**src/rtl/traffic_source_pkg.sv**
```systemverilog
// Shared definitions for the packet traffic injector: FSM states, flit bit
// offsets and the LFSR polynomial, also used by the matching sinks.
package traffic_source_pkg;

  typedef enum logic [1:0] {
    ST_IDLE = 2'd0,
    ST_WAIT = 2'd1,
    ST_GAP  = 2'd2,
    ST_DONE = 2'd3
  } state_t;

  // Head and tail flags sit at these offsets below the flit width.
  localparam int HEAD_OFS = 1;
  localparam int TAIL_OFS = 2;

  // Galois form of x^32 + x^22 + x^2 + x + 1.
  localparam logic [31:0] LFSR_MASK = 32'h8020_0003;

  function automatic logic [31:0] lfsr_step(input logic [31:0] v);
    return v[0] ? ((v >> 1) ^ LFSR_MASK) : (v >> 1);
  endfunction

  // An all-zero Galois LFSR never leaves zero, so zero is replaced by 1.
  function automatic logic [31:0] eff_seed(input logic [31:0] id, input logic [31:0] seed);
    logic [31:0] s;
    s = seed ^ id;
    return (s == 32'd0) ? 32'd1 : s;
  endfunction

endpackage

```
**src/rtl/traffic_source_if.sv**
```systemverilog
// Two-phase (toggle) req/ack flit channel between a traffic source and a sink.
interface traffic_source_if #(
  parameter int SIZE = 16
) ();
  logic            req;
  logic            ack;
  logic [SIZE-1:0] data;

  modport master (output req, output data, input ack);
  modport slave  (input req, input data, output ack);
endinterface

```
**src/rtl/traffic_source_lfsr32.sv**
```systemverilog
// 32-bit Galois LFSR that steps once per advance pulse; low OUT_W bits exposed.
module lfsr32
  import traffic_source_pkg::*;
#(
  parameter logic [31:0] SEED  = 32'd1,
  parameter int          OUT_W = 32
) (
  input  logic             clk,
  input  logic             reset,
  input  logic             advance,
  output logic [OUT_W-1:0] value
);

  localparam logic [31:0] INIT = (SEED == 32'd0) ? 32'd1 : SEED;

  logic [31:0] state_q;

  always_ff @(posedge clk or posedge reset) begin
    if (reset) begin
      state_q <= INIT;
    end else if (advance) begin
      state_q <= lfsr_step(state_q);
    end
  end

  assign value = state_q[OUT_W-1:0];

endmodule

```
**src/rtl/traffic_source.sv**
```systemverilog
// Multi-flit packet injector on a 2-phase req/ack channel with LFSR payload,
// round-robin destinations, inter-packet gap and enable-gated packet starts.
module traffic_source
  import traffic_source_pkg::*;
#(
  parameter int          ID         = 0,
  parameter int          SIZE       = 16,
  parameter int          FLITS      = 4,
  parameter int          PACKETS    = 2,
  parameter int          DEST_BITS  = 4,
  parameter int          DEST_COUNT = 16,
  parameter int          GAP        = 0,
  parameter logic [31:0] SEED       = 32'd1
) (
  input  logic             clk,
  input  logic             reset,
  input  logic             enable,
  traffic_source_if.master ch,
  output logic             done,
  output logic [7:0]       pkt_count
);

  localparam int                   PAY_W     = SIZE - 2;
  localparam logic [31:0]          EFF_SEED  = eff_seed(32'(ID), SEED);
  localparam logic [7:0]           FLITS_L   = 8'(FLITS);
  localparam logic [7:0]           PKT_LAST  = 8'(PACKETS - 1);
  localparam logic [7:0]           GAP_L     = 8'(GAP);
  localparam logic [DEST_BITS-1:0] DEST_LAST = DEST_BITS'(DEST_COUNT - 1);

  state_t               state;
  logic                 ack_old;
  logic                 req_r;
  logic [SIZE-1:0]      data_r;
  logic [7:0]           flit_idx;
  logic [7:0]           gap_cnt;
  logic [DEST_BITS-1:0] dest_cnt;
  logic [PAY_W-1:0]     lfsr_val;
  logic                 ack_rx;
  logic                 issue_head;
  logic                 issue_next;

  assign ack_rx     = ch.ack ^ ack_old;
  assign issue_head = (state == ST_IDLE) && !done && enable;
  assign issue_next = (state == ST_WAIT) && ack_rx && (flit_idx < FLITS_L);

  // The issued flit carries the pre-advance LFSR value.
  lfsr32 #(
    .SEED  (EFF_SEED),
    .OUT_W (PAY_W)
  ) u_lfsr (
    .clk     (clk),
    .reset   (reset),
    .advance (issue_head | issue_next),
    .value   (lfsr_val)
  );

  function automatic logic [SIZE-1:0] make_flit(input logic [7:0]           idx,
                                                input logic [DEST_BITS-1:0] dest,
                                                input logic [PAY_W-1:0]     pay);
    logic [SIZE-1:0] f;
    f = {2'b00, pay};
    f[SIZE-HEAD_OFS] = (idx == 8'd0);
    f[SIZE-TAIL_OFS] = (idx == FLITS_L - 8'd1);
    if (idx == 8'd0) f[SIZE-3 -: DEST_BITS] = dest;
    return f;
  endfunction

  always_ff @(posedge clk or posedge reset) begin
    if (reset) begin
      state     <= ST_IDLE;
      ack_old   <= 1'b0;
      req_r     <= 1'b0;
      data_r    <= '0;
      flit_idx  <= 8'd0;
      gap_cnt   <= 8'd0;
      dest_cnt  <= '0;
      done      <= 1'b0;
      pkt_count <= 8'd0;
    end else begin
      // Toggles outside WAIT are absorbed here and never acted on.
      ack_old <= ch.ack;
      case (state)
        ST_IDLE: begin
          if (issue_head) begin
            data_r   <= make_flit(8'd0, dest_cnt, lfsr_val);
            req_r    <= ~req_r;
            flit_idx <= 8'd1;
            state    <= ST_WAIT;
          end
        end
        ST_WAIT: begin
          if (issue_next) begin
            data_r   <= make_flit(flit_idx, dest_cnt, lfsr_val);
            req_r    <= ~req_r;
            flit_idx <= flit_idx + 8'd1;
          end else if (ack_rx) begin
            pkt_count <= pkt_count + 8'd1;
            flit_idx  <= 8'd0;
            // Follow pkt_count mod DEST_COUNT, including the 255->0 wrap.
            dest_cnt  <= (dest_cnt == DEST_LAST || pkt_count == 8'hFF) ? '0 : dest_cnt + 1'b1;
            if (PACKETS != 0 && pkt_count == PKT_LAST) begin
              state <= ST_DONE;
              done  <= 1'b1;
            end else if (GAP != 0) begin
              state   <= ST_GAP;
              gap_cnt <= GAP_L;
            end else begin
              state <= ST_IDLE;
            end
          end
        end
        ST_GAP: begin
          gap_cnt <= gap_cnt - 8'd1;
          if (gap_cnt == 8'd1) state <= ST_IDLE;
        end
        ST_DONE: begin
          done <= 1'b1;
        end
        default: state <= ST_IDLE;
      endcase
    end
  end

  assign ch.req  = req_r;
  assign ch.data = data_r;

endmodule

```
**src/flat_wrapper.sv**
```systemverilog
// flat-port wrapper written by rule: the top's interface ports become plain ports
module traffic_source_flat import traffic_source_pkg::*;
#(
  parameter int          ID         = 0,
  parameter int          SIZE       = 16,
  parameter int          FLITS      = 4,
  parameter int          PACKETS    = 2,
  parameter int          DEST_BITS  = 4,
  parameter int          DEST_COUNT = 16,
  parameter int          GAP        = 0,
  parameter logic [31:0] SEED       = 32'd1
)
  (clk, reset, enable, done, pkt_count, ch_req, ch_data, ch_ack);
  traffic_source_if #(.SIZE(SIZE)) ch_i ();
  input  logic clk;
  input  logic reset;
  input  logic enable;
  output logic done;
  output logic [7:0] pkt_count;
  output wire logic [$bits(ch_i.req)-1:0] ch_req;
  output wire logic [$bits(ch_i.data)-1:0] ch_data;
  input wire logic [$bits(ch_i.ack)-1:0] ch_ack;
  assign ch_req = ch_i.req;
  assign ch_data = ch_i.data;
  assign ch_i.ack = ch_ack;
  traffic_source #(.ID(ID), .SIZE(SIZE), .FLITS(FLITS), .PACKETS(PACKETS), .DEST_BITS(DEST_BITS), .DEST_COUNT(DEST_COUNT), .GAP(GAP), .SEED(SEED)) u_core (.clk(clk), .reset(reset), .enable(enable), .ch(ch_i), .done(done), .pkt_count(pkt_count));
endmodule
```
**config.mk**
```make
export PLATFORM = sky130hd
export DESIGN_NAME = traffic_source_flat
export DESIGN_NICKNAME = d
export VERILOG_FILES = /design/src/rtl/traffic_source_pkg.sv /design/src/rtl/traffic_source_if.sv /design/src/rtl/traffic_source_lfsr32.sv /design/src/rtl/traffic_source.sv /design/src/flat_wrapper.sv
export SDC_FILE = /design/constraint.sdc
export NUM_CORES = 1
export LEC_CHECK = 0
export ABC_AREA = 1
export BUFFER_PORTS_ARGS = -buffer_cell sky130_fd_sc_hd__buf_4
export CORE_UTILIZATION = 59
export DETAILED_ROUTE_END_ITERATION = 6
export HOLD_SLACK_MARGIN = 0.12
export PLACE_DENSITY = 0.83
export SYNTH_ARGS = -nofsm -noshare
export SYNTH_HDL_FRONTEND = slang
export SYNTH_SLANG_ARGS = --single-unit
```
**constraint.sdc**
```tcl
create_clock -name clk -period 3 [get_ports clk]
set_input_delay 0.3 -clock clk [delete_from_list [all_inputs] [get_ports clk]]
set_output_delay 0.3 -clock clk [all_outputs]
set_load 0.1 [all_outputs]
```
==> summary.md <==
| Metric | Value |
|---|---|
| CTS Buffer Depth | 2 |
| DRT iter0 DRCs | 194 |
| CP Launch Type | flop |
| CTS tree | done |
| WL/cell | 13.4 microns |
| Area Overhead vs Synth | 12.6% |
| Yosys cell types | 31 |
| Final WL | 6.99 mm |
| Slew margin rel. | 56.3% |
| Rows | 28 |
| Minimum clock period | 2.04 ns |
| Ant diodes | 0 |
| Cells after Synth | 404 |
| CORE AREA | 6030 sq um |
| Mapped Avg Cell Area | 9.26 sq um |
| Commonest non-fill, non-tap cell in the layout | nand2_1 |
| Setup CP Type | flop to flop |
| Status | completed |
| Leakage | 0.00215 uW |
| Via/cell ratio | 5.24 |
| Register area share after synthesis | 54.2% |
| Fin. Hold Viols | 0 |
| Vias in the first global route | 2,623 |
| First-pass GRT wire length | 11.8 mm |
| Worst EP required | 3.25 ns |
| PwrDens | 446 nW/um^2 |
| Die ar. | 6670 sq um |
| DP Wirelength | 4.73 mm |
| Mapped Area | 3740 sq um |
| Largest net degree at the start of global routing | 46 |
| Fin crit share | 67.9% |
| Syn Nets | 420 |
| Starting Density | 62.1% |
| Post CTS Setup Buffer Count | 0 |
| Final net count | 457 |
| Initial antenna violation count | 0 |
| Flops & latches, synth | 81 |
| Fmax | 491 MHz |
| CTS HTree Levels | 3 |
| CP Max Fanout | 28 |
| Total grt overflow | 0 |
| Clk_skew | 0.0133 ns |
| Cts bufs inserted | 9 |
| Hold Crit Class | flop to flop |
| Slew Viols, Final | 0 |
| Maxcap violations | 0 |
| Slew @ Worst Pin | 0.655 ns |
| GP Congestion | 0.905 |
| RSZ-0062 raised after global routing | false |
| IO Pins | 30 |
| Clk sink count | 81 |
| Synth warn | 0 |
| Die width | 81.6 microns |
| Setup TNS | 0 ns |
| Crit end category | flop |
| Final setup fails | 0 |
| Via Count | 2,731 |
| Pre-CTS WS | 0.993 ns |
| Clk Latency, worst-skew pair | 0.36 ns |
| Post-CTS sizing | 0 |
| Port-buffer cells | 29 |
| Worst setup margin | 0.964 ns |
| Commonest non-fill, non-tap cells in the layout | nand2_1 (96), dfrtp_1 (80), inv_1 (55) |
| Tot GR Track Use | 24.0% |
| Drt pass-1 iters | 4 |
| # DRC | 0 |
| Worst-path clk slew | 0.09 ns |
| Antenna Nets Post-Route | 0 |
| Worst EP arrival | 2.28 ns |
| Layout cell share with drive strength beyond 1 | 18.6% |
| Chip height | 81.6 microns |
| Worst IR Drop VDD | 0.000388 V |
| Root Buffer | clkbuf_8 |
-- layer usage --
metal	track usage (%)	vias to the layer above	routed length, microns
met5	0	-	0
met4	11.4	0	157
met2	37.8	54	3300
met1	31.9	1325	3270
met3	4.89	13	257
li1	-	1339	-
-- where the power goes --
| group | switching [uW] | internal (uW) |
|---|---|---|
| registers | 0.318 | 1090 |
| logic | 26.3 | 6.97 |
| clock network | 422 | 332 |
-- layout make-up --
class / count / area [sq um]
tap: 75 / 93.8
sequential: 81 / 2030
fill: 461 / 1810
multi-input combinational: 257 / 1430
clock inverter: 6 / 47.5
clock buffer: 10 / 138
inverter: 58 / 219
timing repair buffer: 34 / 260
-- kinds of logic (layout without fill, tap and decap cells) --
group	after synthesis	in the layout	share of synthesized area (%)
AO/OA/AOI/OAI	61	61	10.4
XOR/XNOR	15	15	3.51
adder cells (fa/ha/maj)	12	12	4.01
buffers and inverters	66	108	7.66
flip-flops	81	81	54.2
AND/OR/NAND/NOR	169	169	20.3
-- cells in the mapped netlist (all sizes together) --
library cell / n / share of area, %
a21o: 1 / 0.20
a21oi: 1 / 0.13
buf: 7 / 1.7
clkbuf: 1 / 0.13
dfrtp: 80 / 53
dfstp: 1 / 0.70
ha: 12 / 4.0
inv: 58 / 5.8
nand2: 103 / 11
nand3: 17 / 3.1
nand4: 8 / 1.3
nor2: 35 / 4.0
nor3: 4 / 0.53
nor4: 1 / 0.17
o21a: 1 / 0.20
o21ai: 57 / 9.3
o21bai: 1 / 0.50
or2: 1 / 0.17
xnor2: 5 / 1.2
xor2: 10 / 2.3
-- flip-flops by register name, summed over array words and instances (netlist names) --
| signal | flops |
|---|---|
| u_core.dest_cnt | 4 |
| u_core.pkt_count | 8 |
| u_core.ack_old | 1 |
| u_core.gap_cnt | 8 |
| u_core.ch.req | 1 |
| u_core.done | 1 |
| u_core.u_lfsr.state_q | 32 |
| u_core.state | 2 |
| u_core.flit_idx | 8 |
| u_core.ch.data | 16 |
-- worst paths after layout --
| kind | startpoint | endpoint | slack [ns] | cells past startpoint |
|---|---|---|---|---|
| min in group asynchronous | reset | u_core.ch.data[13]$_DFFE_PP0P_ | 0.49 | 3 |
| max in group asynchronous | reset | u_core.u_lfsr.state_q[0]$_DFFE_PP1P_ | 1.74 | 4 |
| min reg2reg | u_core.gap_cnt[7]$_DFFE_PP0P_ | u_core.gap_cnt[7]$_DFFE_PP0P_ | 0.47 | 1 |
| max | u_core.state[1]$_DFFE_PP0P_ | u_core.ch.data[6]$_DFFE_PP0P_ | 0.96 | 7 |
| max reg2reg | u_core.state[1]$_DFFE_PP0P_ | u_core.ch.data[6]$_DFFE_PP0P_ | 0.96 | 7 |
| min | u_core.gap_cnt[7]$_DFFE_PP0P_ | u_core.gap_cnt[7]$_DFFE_PP0P_ | 0.47 | 1 |
-- worst max-delay path, stage by stage, from the launching register on --
cell and delay, ns:
dfrtp_1 0.44, inv_1 0.11, ha_1 0.43, inv_2 0.14, o21ai_4 0.29, nand2_4 0.28, nand2_1 0.17, o21ai_2 0.06
-- timing repair --
item,CTS,global route
hold endpoints to repair,27,0
setup endpoints to repair,0,0
hold buffers,2,0
-- per-stage QoR --
stage	total power [uW]	util [%]	hold slack [ns]	instance area, sq um	cells
after floorplan	1130	-	0.331	3740	404
after global placement	1150	66.5	0.331	4010	503
after detailed placement	1150	66.5	0.339	4010	503
after CTS	1890	69.9	0.472	4210	521
after global routing	1940	69.9	0.479	4210	521
final	1880	69.9	0.468	4210	521
No activity file was read; power rests on OpenSTA's default activity.
